--- src/rtl/demux_pkg.sv ---
// Shared constants and FSM state type for the round-robin demux feeder.
package demux_pkg;
    localparam int unsigned NUM_CH = 4;
    localparam int unsigned SEL_W  = 2;

    typedef enum logic [1:0] {
        IDLE   = 2'd0,
        SELECT = 2'd1,
        SEND   = 2'd2
    } sched_state_t;
endpackage

--- src/rtl/rr_next_channel.sv ---
// Rotating priority search: first enabled channel after ptr, wrapping back to ptr itself.
module rr_next_channel
    import demux_pkg::*;
(
    input  logic [SEL_W-1:0]  ptr,
    input  logic [NUM_CH-1:0] ch_en,
    output logic [SEL_W-1:0]  next,
    output logic              found
);

    // Walk from farthest to nearest so the nearest enabled channel wins.
    always_comb begin
        next  = ptr;
        found = 1'b0;
        for (int unsigned i = NUM_CH; i > 0; i--) begin
            if (ch_en[SEL_W'(32'(ptr) + i)]) begin
                next  = SEL_W'(32'(ptr) + i);
                found = 1'b1;
            end
        end
    end

endmodule

--- src/rtl/demux_rr_scheduler.sv ---
// Cuts a valid/ready serial bit stream into FRAME_LEN-bit frames and steers each
// frame to the next enabled demux channel in round-robin order.
module demux_rr_scheduler
    import demux_pkg::*;
#(
    parameter  int unsigned FRAME_LEN = 8,
    localparam int unsigned CNT_W     = $clog2(FRAME_LEN)
) (
    input  logic              clk,
    input  logic              rst,
    input  logic              in_valid,
    input  logic              in_bit,
    output logic              in_ready,
    input  logic [NUM_CH-1:0] ch_en,
    output logic [SEL_W-1:0]  sel,
    output logic              x,
    output logic              out_valid,
    output logic              frame_done
);

    sched_state_t     state_q, state_d;
    logic [SEL_W-1:0] sel_q, sel_d;
    logic [SEL_W-1:0] ptr_q, ptr_d;
    logic [CNT_W-1:0] bit_cnt_q, bit_cnt_d;
    logic             x_q, x_d;
    logic             out_valid_q, out_valid_d;
    logic             frame_done_q, frame_done_d;

    logic [SEL_W-1:0] rr_next;
    logic             rr_found;
    logic             xfer;

    rr_next_channel u_rr (
        .ptr   (ptr_q),
        .ch_en (ch_en),
        .next  (rr_next),
        .found (rr_found)
    );

    assign in_ready = (state_q == SEND);
    assign xfer     = in_valid & in_ready;

    always_comb begin
        state_d      = state_q;
        sel_d        = sel_q;
        ptr_d        = ptr_q;
        bit_cnt_d    = bit_cnt_q;
        x_d          = 1'b0;
        out_valid_d  = 1'b0;
        frame_done_d = 1'b0;

        unique case (state_q)
            IDLE: begin
                if (|ch_en) state_d = SELECT;
            end
            SELECT: begin
                if (rr_found) begin
                    sel_d     = rr_next;
                    bit_cnt_d = '0;
                    state_d   = SEND;
                end else begin
                    state_d = IDLE;
                end
            end
            SEND: begin
                if (xfer) begin
                    x_d         = in_bit;
                    out_valid_d = 1'b1;
                    // Last bit: hand the pointer over and take the bubble cycle in SELECT.
                    if (bit_cnt_q == CNT_W'(FRAME_LEN - 1)) begin
                        frame_done_d = 1'b1;
                        ptr_d        = sel_q;
                        state_d      = SELECT;
                    end else begin
                        bit_cnt_d = bit_cnt_q + CNT_W'(1);
                    end
                end
            end
            default: state_d = IDLE;
        endcase
    end

    always_ff @(posedge clk) begin
        if (rst) begin
            state_q      <= IDLE;
            sel_q        <= '0;
            ptr_q        <= SEL_W'(NUM_CH - 1);
            bit_cnt_q    <= '0;
            x_q          <= 1'b0;
            out_valid_q  <= 1'b0;
            frame_done_q <= 1'b0;
        end else begin
            state_q      <= state_d;
            sel_q        <= sel_d;
            ptr_q        <= ptr_d;
            bit_cnt_q    <= bit_cnt_d;
            x_q          <= x_d;
            out_valid_q  <= out_valid_d;
            frame_done_q <= frame_done_d;
        end
    end

    assign sel        = sel_q;
    assign x          = x_q;
    assign out_valid  = out_valid_q;
    assign frame_done = frame_done_q;

endmodule
--- config.mk ---
export PLATFORM = sky130hd
export DESIGN_NAME = demux_rr_scheduler
export DESIGN_NICKNAME = d
export VERILOG_FILES = /design/src/rtl/demux_pkg.sv /design/src/rtl/rr_next_channel.sv /design/src/rtl/demux_rr_scheduler.sv
export SDC_FILE = /design/constraint.sdc
export NUM_CORES = 1
export LEC_CHECK = 0
export CAP_MARGIN = 15
export CORE_AREA = 2 2 39 41
export DETAILED_ROUTE_END_ITERATION = 8
export DIE_AREA = 0 0 41 43
export PLACE_DENSITY = 0.8
export SLEW_MARGIN = 15
export SYNTH_ARGS = -nofsm -noshare
export SYNTH_HDL_FRONTEND = slang
export SYNTH_SLANG_ARGS = --single-unit
--- constraint.sdc ---
create_clock -name clk -period 1.7 [get_ports clk]
set_input_delay 0.255 -clock clk [delete_from_list [all_inputs] [get_ports clk]]
set_output_delay 0.255 -clock clk [all_outputs]
set_load 0.005 [all_outputs]
==> results of run 1 <==
## per-layer routing
layer,share of wire,global-route usage,wire [um],vias up
met2,0.48,0.263,547,16
met4,0.031,0.140,36,0
met5,0,0,0,-
met3,0.042,0.0157,48,4
met1,0.45,0.192,517,231
li1,-,-,-,263
## final timing paths
check	from	to	slack, ns	depth (start not counted)
worst min register to register	state_q[0]$_SDFFE_PP0P_	state_q[0]$_SDFFE_PP0P_	0.49	1
worst max register to register	bit_cnt_q[0]$_SDFFE_PP0P_	bit_cnt_q[0]$_SDFFE_PP0P_	0.15	5
worst max-delay path	state_q[1]$_SDFFE_PP0P_	in_ready	0.06	2
worst min-delay path	state_q[0]$_SDFFE_PP0P_	state_q[0]$_SDFFE_PP0P_	0.49	1
## cell usage after synthesis (all sizes together)
library cell,number
dfxtp,12
nor2,12
a21oi,4
nand3,3
nand3b,3
nor2b,3
nor3,3
o21ai,3
a211o,2
and2b,2
ha,2
inv,2
nand2,2
a31oi,1
and2,1
and4,1
clkbuf,1
mux2,1
nand2b,1
nor4,1
o21a,1
o21bai,1
o22ai,1
or2,1
## layout make-up
type | instances | area (um2) | share of cell area
clock buffers | 4 | 36.3 | 0.0466
inverters | 2 | 7.51 | 0.00965
repair buffers | 16 | 153 | 0.196
flip-flops and latches | 12 | 240 | 0.309
multi-input cells | 49 | 322 | 0.413
well taps | 16 | 20.0 | 0.0257
## registers in the layout, indices dropped and copies added (netlist names)
name	cells
sel	2
frame_done	1
x	1
state_q	2
bit_cnt_q	3
out_valid	1
ptr_q	2
## per-stage QoR
step           total power, mW  instance area, um2
6_report                 0.638                 778
5_1_grt                  0.672                 778
4_1_cts                  0.645                 777
3_5_place_dp             0.416                 741
3_3_place_gp             0.413                 741
2_1_floorplan            0.363                 572
## kinds of logic (layout without fill, tap and decap cells)
kind of cell,Yosys count,in the layout,synth area share
compound gates,13,13,0.151
flops,12,12,0.420
fa+ha+maj,2,2,0.0438
mux,1,1,0.0263
buf+inv,3,22,0.0197
simple gates,33,33,0.339
## worst max-delay path, delay by kind of cell, from the launching register on
family / cells / cell delay (ns)
buffers and inverters: 1 / 0.50
and+or+nand+nor: 1 / 0.21
DFF: 1 / 0.39
## where the power goes
| group | internal, mW | switching (mW) | leakage, nW |
|---|---|---|---|
| logic | 0.0597 | 0.0463 | 0.183 |
| clock network | 0.130 | 0.0982 | 0.0210 |
| registers | 0.293 | 0.0103 | 0.0976 |
| total | 0.483 | 0.155 | 0.302 |
## timing repair
item	CTS	global route
resized for setup	0	1
endpoints found under the setup margin	0	1
endpoints found under the hold margin	0	0
==> impl_results.md, run 1 <==
* Status: finished clean
* Clock Tree Root: clkbuf_4
* Clock transition at path regs at 0.07 ns
* Port Buffer Count at 13
* Die Y at 43 um
* Number of diodes at 0
* Hold Path Class: flip-flop to flip-flop
* Cells along the critical path: and2b_2, clkdlybuf4s50_1
* Slew Limit Fails at 0
* Min Tclk post-route at 1.64 ns
* Pleak at 0.302 nW
* Synth Warn # at 0
* Critical path class: flip-flop to output port
* Congestion Overflow GR at 0
* Layout Utilization at 0.562
* Final worst setup slack at 0.0647 ns
* Top-Level Pins at 14
* Gate Count Post-Synth at 64
* Syn Nets at 74
* Synthesized area per cell at between 8 and 9 um2
* Die Area at between 1500 and 2000 um2
* Final cell count without fillers at 99
* Most frequent cells in the layout: clkdlybuf4s50_1, dfxtp_1, nor2_1
* Sequential area share after synthesis at 0.420
* Startpoint types: flip-flop
* RSZ-0062 raised after global routing: false
* First-pass detailed-route iteration total at 7
* Post-CTS Hold Fix Bufs at 0
* Wire length per cell at 11.6 um
* PwrDens at 820 nW/um2
* FMAX at 612 MHz
* Vias/cell at 5.19
* Final hold violations at 0
* Antenna violations before repair at 0
* Gr usage total at 0.168
* Top cells by area in the synthesized netlist: dfxtp_1, nor2_1, ha_1
* Biggest area consumer among synthesized cells: dfxtp_1
* Placed insts at 95
* Clk sinks at 12
* Critical-path top delay cell: clkdlybuf4s50_1
* Drt initial violations at 10
* Number of library cell types mapped by synthesis at 26
* Final setup TNS at 0 ns
* FILL cells at 126
* CTS Buffer Depth at 2
* Dpl ws at -0.00788 ns
* Total number of vias at 514
* Number of setup buffers added after CTS at 0
* Max FO, Critical Path at 5
* Initial core utilization at 0.413
* Final HPWL DP at slightly below 900 um
* Core Rows at 14
* Vias in the first global route at 459
* Data arrival time of the worst path at 1.38 ns
* Flop and latch count out of synthesis at 12
* Crit-path max cell delay at approximately 0.50 ns
* Period utilization at 0.962
* Nets at 94
* RD Place Congestion at 0.712
* CTS buffer count at 3
* Most common cell after layout, fill and taps aside: clkdlybuf4s50_1
* Mapped cell area at around 570 um2
* Antenna-violating nets left at 0
* Largest net degree at the start of global routing at 12
* # DRC at 0
* P&R area growth vs syn at 36.1%
* Critical Path RT at about 1.4 ns
* Clock Skews at 0.00147 ns
* Max-Cap Viols at 0
* Clock latency on the worst-skew pair at 0.27 ns
* Yosys top cell area share at 0.420
* Routed WL at roughly 1.1 mm
* Worst VDD drop at approximately 0.37 mV
* First-pass GRT wire length at 1.90 mm
* H-tree depth at 1
* Crit. End Element: output port
* Final setup viols at 0
* Slew margin rel. at 0.731
* Die width at a little over 40 um
* CTS tree: done
* Hold WS at ~0.49 ns
* Measured slew at the worst slew-check pin at 0.403 ns
* Core Box Area at around 1400 um2
* Share of cells above drive strength 1 at 0.181
Note: power is estimated with default switching activity, not from simulation.
==> run 2, diff against run 1 <==
PLACE_DENSITY = 0.79   (was 0.8)
SYNTH_HIERARCHICAL = 1   (was unset)
==> run 2 against run 1 <==
  * Fmax rose by 1.1%
  * Clock power about the same
  * Clock skew shrank 0.0010 ns
  * Global-route usage increased by 2.3 points
  * Count of clock-buffer cells in the layout unchanged
  * Largest cell class unchanged
  * Register-to-register slack improved by 0.15 ns
  * Combinational power shrank 12%
  * Cell area is 1.1% higher
  * Setup slack better by 0.018 ns
  * Flip-flop and latch count unchanged
==> impl_results.md, run 2 <==
* Status: finished clean (unchanged)
* Crit. End Element: output port (unchanged)
* Reg2Reg Setup Slack at 0.30 ns (was 0.15 ns)
* Gr usage total at 0.191 (was 0.168)
* Top-Level Pins at 14 (unchanged)
* Pleak at 0.328 nW (was 0.302 nW)
* CTS tree: done (unchanged)
* Final cell count without fillers at 100 (was 99)
* Crit-path max cell delay at 0.50 ns (about the same)
* FMAX at 618 MHz (was 612 MHz)
* CTS buffer count at 3 (unchanged)
* First-pass GRT wire length at 2.23 mm (was 1.90 mm)
* Hold WS at 0.482 ns (was 0.486 ns)
* Final HPWL DP at 920 um (was 881 um)
* Slew Limit Fails at 0 (unchanged)
* Period utilization at 0.951 (was 0.962)
* Max-Cap Viols at 0 (unchanged)
* Data arrival time of the worst path at 1.36 ns (was 1.38 ns)
* Min Tclk post-route at 1.62 ns (was 1.64 ns)
* Reg2reg path depth at 5 (unchanged)
* Vias/cell at 5.42 (was 5.19)
* Number of setup buffers added after CTS at 0 (unchanged)
* Hold Path Class: flip-flop to flip-flop (unchanged)
* Critical-path top delay cell: clkdlybuf4s50_1 (unchanged)
* Antenna-violating nets left at 0 (unchanged)
* Die width at 41 um (unchanged)
* Initial core utilization at 0.408 (was 0.413)
* Measured slew at the worst slew-check pin at 0.318 ns (was 0.403 ns)
* Nets at 95 (was 94)
* Most frequent cells in the layout: clkdlybuf4s50_1, dfxtp_1, a21oi_1, nor2_1, buf_4 (was clkdlybuf4s50_1, dfxtp_1, nor2_1)
* FILL cells at 125 (was 126)
* Largest net degree at the start of global routing at 12 (unchanged)
* Synth async-reset ratio at 0 (unchanged)
* Worst R2R Start: bit_cnt_q[0]$_SDFFE_PP0P_ (unchanged)
* Most common cell after layout, fill and taps aside: clkdlybuf4s50_1 (unchanged)
* Number of library cell types mapped by synthesis at 23 (was 26)
* Crit. path cell count at 2 (unchanged)
* Largest register FFs at 3 (unchanged)
* Worst path buffer plus inverter count at 1 (unchanged)
* Antenna violations before repair at 0 (unchanged)
* Core Rows at 14 (unchanged)
* Routed WL at 1.20 mm (was 1.15 mm)
* Critical Path RT at 1.44 ns (about the same)
* Die Y at 43 um (unchanged)
* Mapped cell area at 564 um2 (was 572 um2)
* Yosys top cell area share at 0.426 (was 0.420)
* Startpoint types: flip-flop (unchanged)
* Vias in the first global route at 534 (was 459)
* Top reg by flops: bit_cnt_q (unchanged)
* Clock Tree Root: clkbuf_4 (unchanged)
* Clock latency on the worst-skew pair at 0.27 ns (about the same)
* Number of diodes at 0 (unchanged)
* DP Area at 748 um2 (was 741 um2)
* Clock transition at path regs at 0.07 ns (about the same)
* CP endpoint: in_ready (unchanged)
* Flop and latch count out of synthesis at 12 (unchanged)
* Post-synth EDFFs at 0 (unchanged)
* Port Buffer Count at 13 (unchanged)
* Final setup viols at 0 (unchanged)
* Wire length per cell at 12.0 um (was 11.6 um)
* Total chip power at 0.631 mW (was 0.638 mW)
* Design Area, Final at 787 um2 (was 778 um2)
* RSZ-0062 raised after global routing: false (unchanged)
* Share of cells above drive strength 1 at 0.155 (was 0.181)
* Commonest cells post-synth: dfxtp_1, a21oi_1, nor2_1 (was dfxtp_1, nor2_1, a21oi_1)
* Sequential area share after synthesis at 0.426 (was 0.420)
* Top cells by area in the synthesized netlist: dfxtp_1, a21oi_1, mux2i_1 (was dfxtp_1, nor2_1, ha_1)
* Synthesized area per cell at 8.96 um2 (was 8.93 um2)
* Clk sinks at 12 (unchanged)
* # DRC at 0 (unchanged)
* CTS Buffer Depth at 2 (unchanged)
* Critical path class: flip-flop to output port (unchanged)
* P&R area growth vs syn at 39.5% (was 36.1%)
* Count leader, synth: dfxtp_1 (unchanged)
* Synth Flop Type: dfxtp_1 (unchanged)
* Biggest area consumer among synthesized cells: dfxtp_1 (unchanged)
* RD Place Congestion at 0.693 (was 0.712)
* PwrDens at 802 nW/um2 (was 820 nW/um2)
* Worst VDD drop at 0.545 mV (was 0.372 mV)
* Gate Count Post-Synth at 63 (was 64)
* First-pass detailed-route iteration total at 4 (was 7)
* Synth Warn # at 6 (was 0)
* Die Area at 1760 um2 (unchanged)
* Placed insts at 96 (was 95)
* Cells along the critical path: and2b_2, clkdlybuf4s50_1 (unchanged)
* H-tree depth at 1 (unchanged)
* Critical path origin: state_q[0]$_SDFFE_PP0P_ (was state_q[1]$_SDFFE_PP0P_)
* Clock Skews at 0.000428 ns (was 0.00147 ns)
* Drt initial violations at 5 (was 10)
* Congestion Overflow GR at 0 (unchanged)
* Syn Nets at 73 (was 74)
* Total number of vias at 542 (was 514)
* Slew margin rel. at 0.783 (was 0.731)
* Max FO, Critical Path at 8 (was 5)
* Core Box Area at 1380 um2 (unchanged)
* Worst flop-to-flop path endpoint: bit_cnt_q[1]$_SDFFE_PP0P_ (was bit_cnt_q[0]$_SDFFE_PP0P_)
* Delay-heaviest family, CP: buffers and inverters (unchanged)
* Final hold violations at 0 (unchanged)
[run 2: changes by cell type after synthesis, sizes merged, moves of 2 or more]
cell and delta:
nor2b -2, a21oi +4, nand4b +3, or4 +2, nand3b -2, mux2i +3, a211o -2, nor2 -4
o21ai -3
[run 2: routing by layer]
metal  wire length (um)  global-route usage  share of wire  up-vias
li1                   -                   -              -      276
met1                490               0.240           0.41      244
met2                615               0.278           0.51       18
met3                 68              0.0628          0.057        4
met4                 29               0.100          0.024        0
met5                  0                   0              0        -
[run 2: cell type report]
cell class | count | area [um2] | area share
sequential | 12 | 243 | 0.308
tap | 16 | 20.0 | 0.0254
timing repair buffer | 18 | 168 | 0.213
clock buffer | 4 | 36.3 | 0.0461
multi-input combinational | 47 | 309 | 0.393
inverter | 3 | 11.3 | 0.0143
[run 2: what timing repair did]
| item | in CTS | in global routing |
|---|---|---|
| resized for setup | 1 | 1 |
| hold buffers | 0 | 0 |
| pin swaps | 0 | 0 |
| setup endpoints to repair | 1 | 1 |
[run 2: power by group]
| group | internal (mW) | total [mW] | switching, mW |
|---|---|---|---|
| registers | 0.294 | 0.309 | 0.0151 |
| logic | 0.0578 | 0.0935 | 0.0357 |
| clock network | 0.130 | 0.229 | 0.0985 |
[run 2: worst min path at each step]
stage | start | end | slack (ns) | cells past startpoint
global placement | bit_cnt_q[1]$_SDFFE_PP0P_ | bit_cnt_q[1]$_SDFFE_PP0P_ | 0.46 | 2
CTS | bit_cnt_q[2]$_SDFFE_PP0P_ | bit_cnt_q[2]$_SDFFE_PP0P_ | 0.48 | 2
floorplan | rst | state_q[0]$_SDFFE_PP0P_ | 0.34 | 1
detailed placement | bit_cnt_q[2]$_SDFFE_PP0P_ | bit_cnt_q[2]$_SDFFE_PP0P_ | 0.47 | 2
global route | bit_cnt_q[2]$_SDFFE_PP0P_ | bit_cnt_q[2]$_SDFFE_PP0P_ | 0.50 | 2
finish | bit_cnt_q[1]$_SDFFE_PP0P_ | bit_cnt_q[1]$_SDFFE_PP0P_ | 0.48 | 2
[run 2: worst register-to-register path: stages, from the launching register on]
cell	delay, ns
dfxtp_1	0.33
ha_1	0.20
ha_1	0.22
and4bb_1	0.33
nand4b_1	0.12
a21oi_1	0.14
[run 2: cell families after synthesis]
logic type	synth area share
and+or+nand+nor	0.324
muxes	0.0532
DFF	0.426
adders and majority gates	0.0443
AOI/OAI and AO/OA	0.126
buffers and inverters	0.0266
[run 2: per-stage QoR]
stage / TNS [ns] / setup WS (ns) / util
after global routing: 0 / 0.0148 / 0.569
after detailed placement: -0.159 / -0.0837 / 0.541
final: 0 / 0.0827 / 0.569
after floorplan: 0 / 0.411 / -
after CTS: 0 / 0.00646 / 0.568
after global placement: -0.0807 / -0.0435 / 0.541
==> RTL edit 1: new RTL, config.mk and constraints of run 2 <==
Re-encode `sched_state_t` (3 states) as one-hot, 3 bits wide.
--- a/src/rtl/demux_pkg.sv
+++ b/src/rtl/demux_pkg.sv
@@ -4,8 +4,8 @@
     localparam int unsigned SEL_W  = 2;
 
-    typedef enum logic [1:0] {
-        IDLE   = 2'd0,
-        SELECT = 2'd1,
-        SEND   = 2'd2
+    typedef enum logic [2:0] {
+        IDLE   = 3'b001,
+        SELECT = 3'b010,
+        SEND   = 3'b100
     } sched_state_t;
 endpackage
Behaviour: same outputs for any inputs over 10 cycles, from zero or initial values and one cycle with rst high; not proved beyond that.
==> RTL edit 1 against run 2 <==
- register-to-register slack got worse by 100 ps
- count of clock-buffer cells in the layout unchanged
- wire length increased by 19%
- synthesized area increased by 15%
- cell count increased by 12%
- sequential cell count increased by 1
- power increased by 0.79%
- setup slack improved by 65 ps
- final area increased by 13%
- largest cell class unchanged
- largest power group unchanged
==> RTL edit 1: results (changes against run 2) <==
status complete, no violations; Top delay family on crit path simple AND/OR/NAND/NOR gates; post-synthesis sequential area ratio 0.400 (-0.0257); DP Cell Count 108 (+13%); Syn Nets 81 (+11%); post-synth cell types 31 (+35%); Clock net power 0.189 mW (-17%); CP max stage delay 550 ps (+50 ps); Worst EP arrival 1720 ps (+360 ps); Fill cells 129 (+3.2%); TritonCTS buffer count 3 (unchanged); placed cell area 861 sq um (+15%); top cells by count, synth dfxtp_1, mux2i_1, nand3_1; Final Skew 4.78 ps (+4.35 ps); global-route wire length before repair 2290 microns (+2.8%); Final Critical Period 1550 ps (-65.2 ps); Vias/cell 5.43 (+0.16%); dpl ws -150 ps (-66.3 ps); Crit Reg-Reg Endpoint bit_cnt_q[0]$_SDFFE_PP0P_; pin count of the biggest net entering global routing 10 (-2); routability congestion estimate 0.808 (+17%); Max-slew headroom 0.752 (-0.0310); area delta synth->final 37.1%; vias in the first global route 529 (-0.94%); Sw Ratio 0.260 (+0.0231); R2R setup slack 200 ps (-100 ps); biggest fanout along the worst timing path 4 (-4); slowest CP cell or4_1; WHS 471 ps (-11.2 ps); initial drt markers 9 (+4); P_leak 0.387 nW (+18%); Worst Setup SP ch_en[3]; P_comb 0.107 mW (+14%); post-DP HPWL 1160 microns (+26%)
RTL edit 1: cell types whose count changed in the layout (fill, tap and decap cells not counted), moves of 2 or more:
cell,delta
nand2_1,+2
nand4b_1,-2
nand3_1,+3
buf_4,+4
a21oi_1,-4
o21ai_0,+2
nor2_1,-3
mux2i_1,+3
RTL edit 1: logic make-up after synthesis:
kind of cell,Yosys count,synth area share
simple gates,32,0.308
mux,6,0.0923
compound gates,12,0.121
buf+inv,6,0.0404
flops,13,0.400
fa+ha+maj,2,0.0385
RTL edit 1: final cells by class:
type	instances	share of cell area
Multi-Input combinational cell	52	0.408
Sequential cell	13	0.295
Timing Repair Buffer	22	0.224
Clock buffer	4	0.0295
Tap cell	16	0.0224
Inverter	5	0.0210
RTL edit 1: layer usage:
layer  vias to the layer above  wire length [microns]  GRT usage
met2                        12                    753      0.322
li1                        310                      -          -
met5                         -                      0          0
met4                         0                     15      0.100
met1                       283                    617      0.217
met3                         3                     44     0.0471
==> RTL edit 2: new RTL, flow settings as in run 2 <==
Made on the original files. The parameter `FRAME_LEN` goes from 8 to 16.
--- a/src/rtl/demux_rr_scheduler.sv
+++ b/src/rtl/demux_rr_scheduler.sv
@@ -4,5 +4,5 @@
     import demux_pkg::*;
 #(
-    parameter  int unsigned FRAME_LEN = 8,
+    parameter  int unsigned FRAME_LEN = 16,
     localparam int unsigned CNT_W     = $clog2(FRAME_LEN)
 ) (
Function: same outputs for any inputs over 10 cycles, from zero or initial values and one cycle with rst high; that may be too few to reach the edited logic, so the function may still have changed.
==> RTL edit 2 against run 2 <==
- hold slack got worse by 6.5 ps
- final area rose by 9.5%
- synthesized area up 14%
- register-to-register slack gained 70 ps
- wire length grew 2.4%
- sequential cell count grew 1
- setup slack worse by 23 ps
- power fell by 1.8%
- critical endpoint unchanged
==> RTL edit 2: results (changes against run 2) <==
status complete, no violations; max reg flops 4 (+1); Crit Reg-Reg Endpoint ptr_q[1]$_SDFFE_PP1P_; met1 WL 509 microns (+3.9%); Final Skew 6.10 ps (+5.67 ps); fraction of layout cells with a size suffix above 1 0.160 (+0.00481); Max-slew headroom 0.828 (+0.0450); post-DP HPWL 976 microns (+6.0%); M2 GR Usage 0.297 (+0.0187); Total GRT Usage 0.174 (-0.0169); Fill cells 127 (+1.6%); share of synthesized cell area in full adder, half adder and majority cells 0.0195 (-0.0249); top post-synthesis cells by area dfxtp_1, mux2i_1, nor2_1; WHS 475 ps (-6.50 ps); R2R setup slack 370 ps (+70 ps); first drt pass iteration count 4 (unchanged); Worst EP arrival 1390 ps (+30 ps); Vias/cell 5.50 (+1.5%); Hold Crit Endpoint state_q[0]$_SDFFE_PP0P_; GR Util met3 0.0314 (-0.0314); Worst Setup SP state_q[1]$_SDFFE_PP0P_; initial drt markers 7 (+2); setup ws final 59.9 ps (-22.8 ps); post-synth cell types 33 (+43%); top cells by count, synth dfxtp_1, nor2_1, mux2i_1, nand3_1; P_leak 0.356 nW (+8.8%); Synth Area in Compound Gates 0.154 (+0.0276); mux contribution to synthesized area 0.0780 (+0.0248); pin count of the biggest net entering global routing 13 (+1); Worst Hold Path Cells 1 (-1); Met3 Routed Length 34 microns (-50%); wire per inst 11.2 microns (-6.9%); vias in the first global route 558 (+4.5%); part of the power in combinational logic 0.172 (+0.024); VDD IR max 0.000457 V (-16%); biggest fanout along the worst timing path 7 (-1); metal2 WL 673 microns (+9.4%); met1 Resource Use GR 0.185 (-0.0551); Seq pwr share 0.536 (+0.046); routability congestion estimate 0.719 (+3.7%); pwr dens 719 nW/um^2 (-10%); Syn Nets 81 (+11%); global-route wire length before repair 2090 microns (-6.2%); Final #Nets 104 (+9.5%); Int Pwr 0.474 mW (-1.6%); post-synthesis sequential area ratio 0.405 (-0.0203); hold_sp state_q[0]$_SDFFE_PP0P_; dpl ws -111 ps (-27.0 ps); Reg2Reg Depth 4 (-1)
## RTL edit 2: final cells by class
cell class                 count  share of cell area
multi-input combinational     54               0.421
sequential                    13               0.305
tap                           16              0.0232
inverter                       4              0.0174
timing repair buffer          19               0.203
clock buffer                   4              0.0305
## RTL edit 2: metrics by stage
| stage | std cells | instance area, sq um |
|---|---|---|
| 4_1_cts | 110 | 861 |
| 2_1_floorplan | 72 | 642 |
| 3_5_place_dp | 106 | 833 |
| 5_1_grt | 110 | 862 |
| 6_report | 110 | 862 |
| 3_3_place_gp | 106 | 833 |
## RTL edit 2: critical path, cell delays in order, from the launching register on
cell             delay (ps)
dfxtp_2                 410
and2b_2                 210
clkdlybuf4s50_1         500
## RTL edit 2: timing repair
item                       in CTS  in global routing
gates resized for setup         1                  1
setup endpoints to repair       1                  1
hold buffers                    0                  0
buffers inserted                0                  0
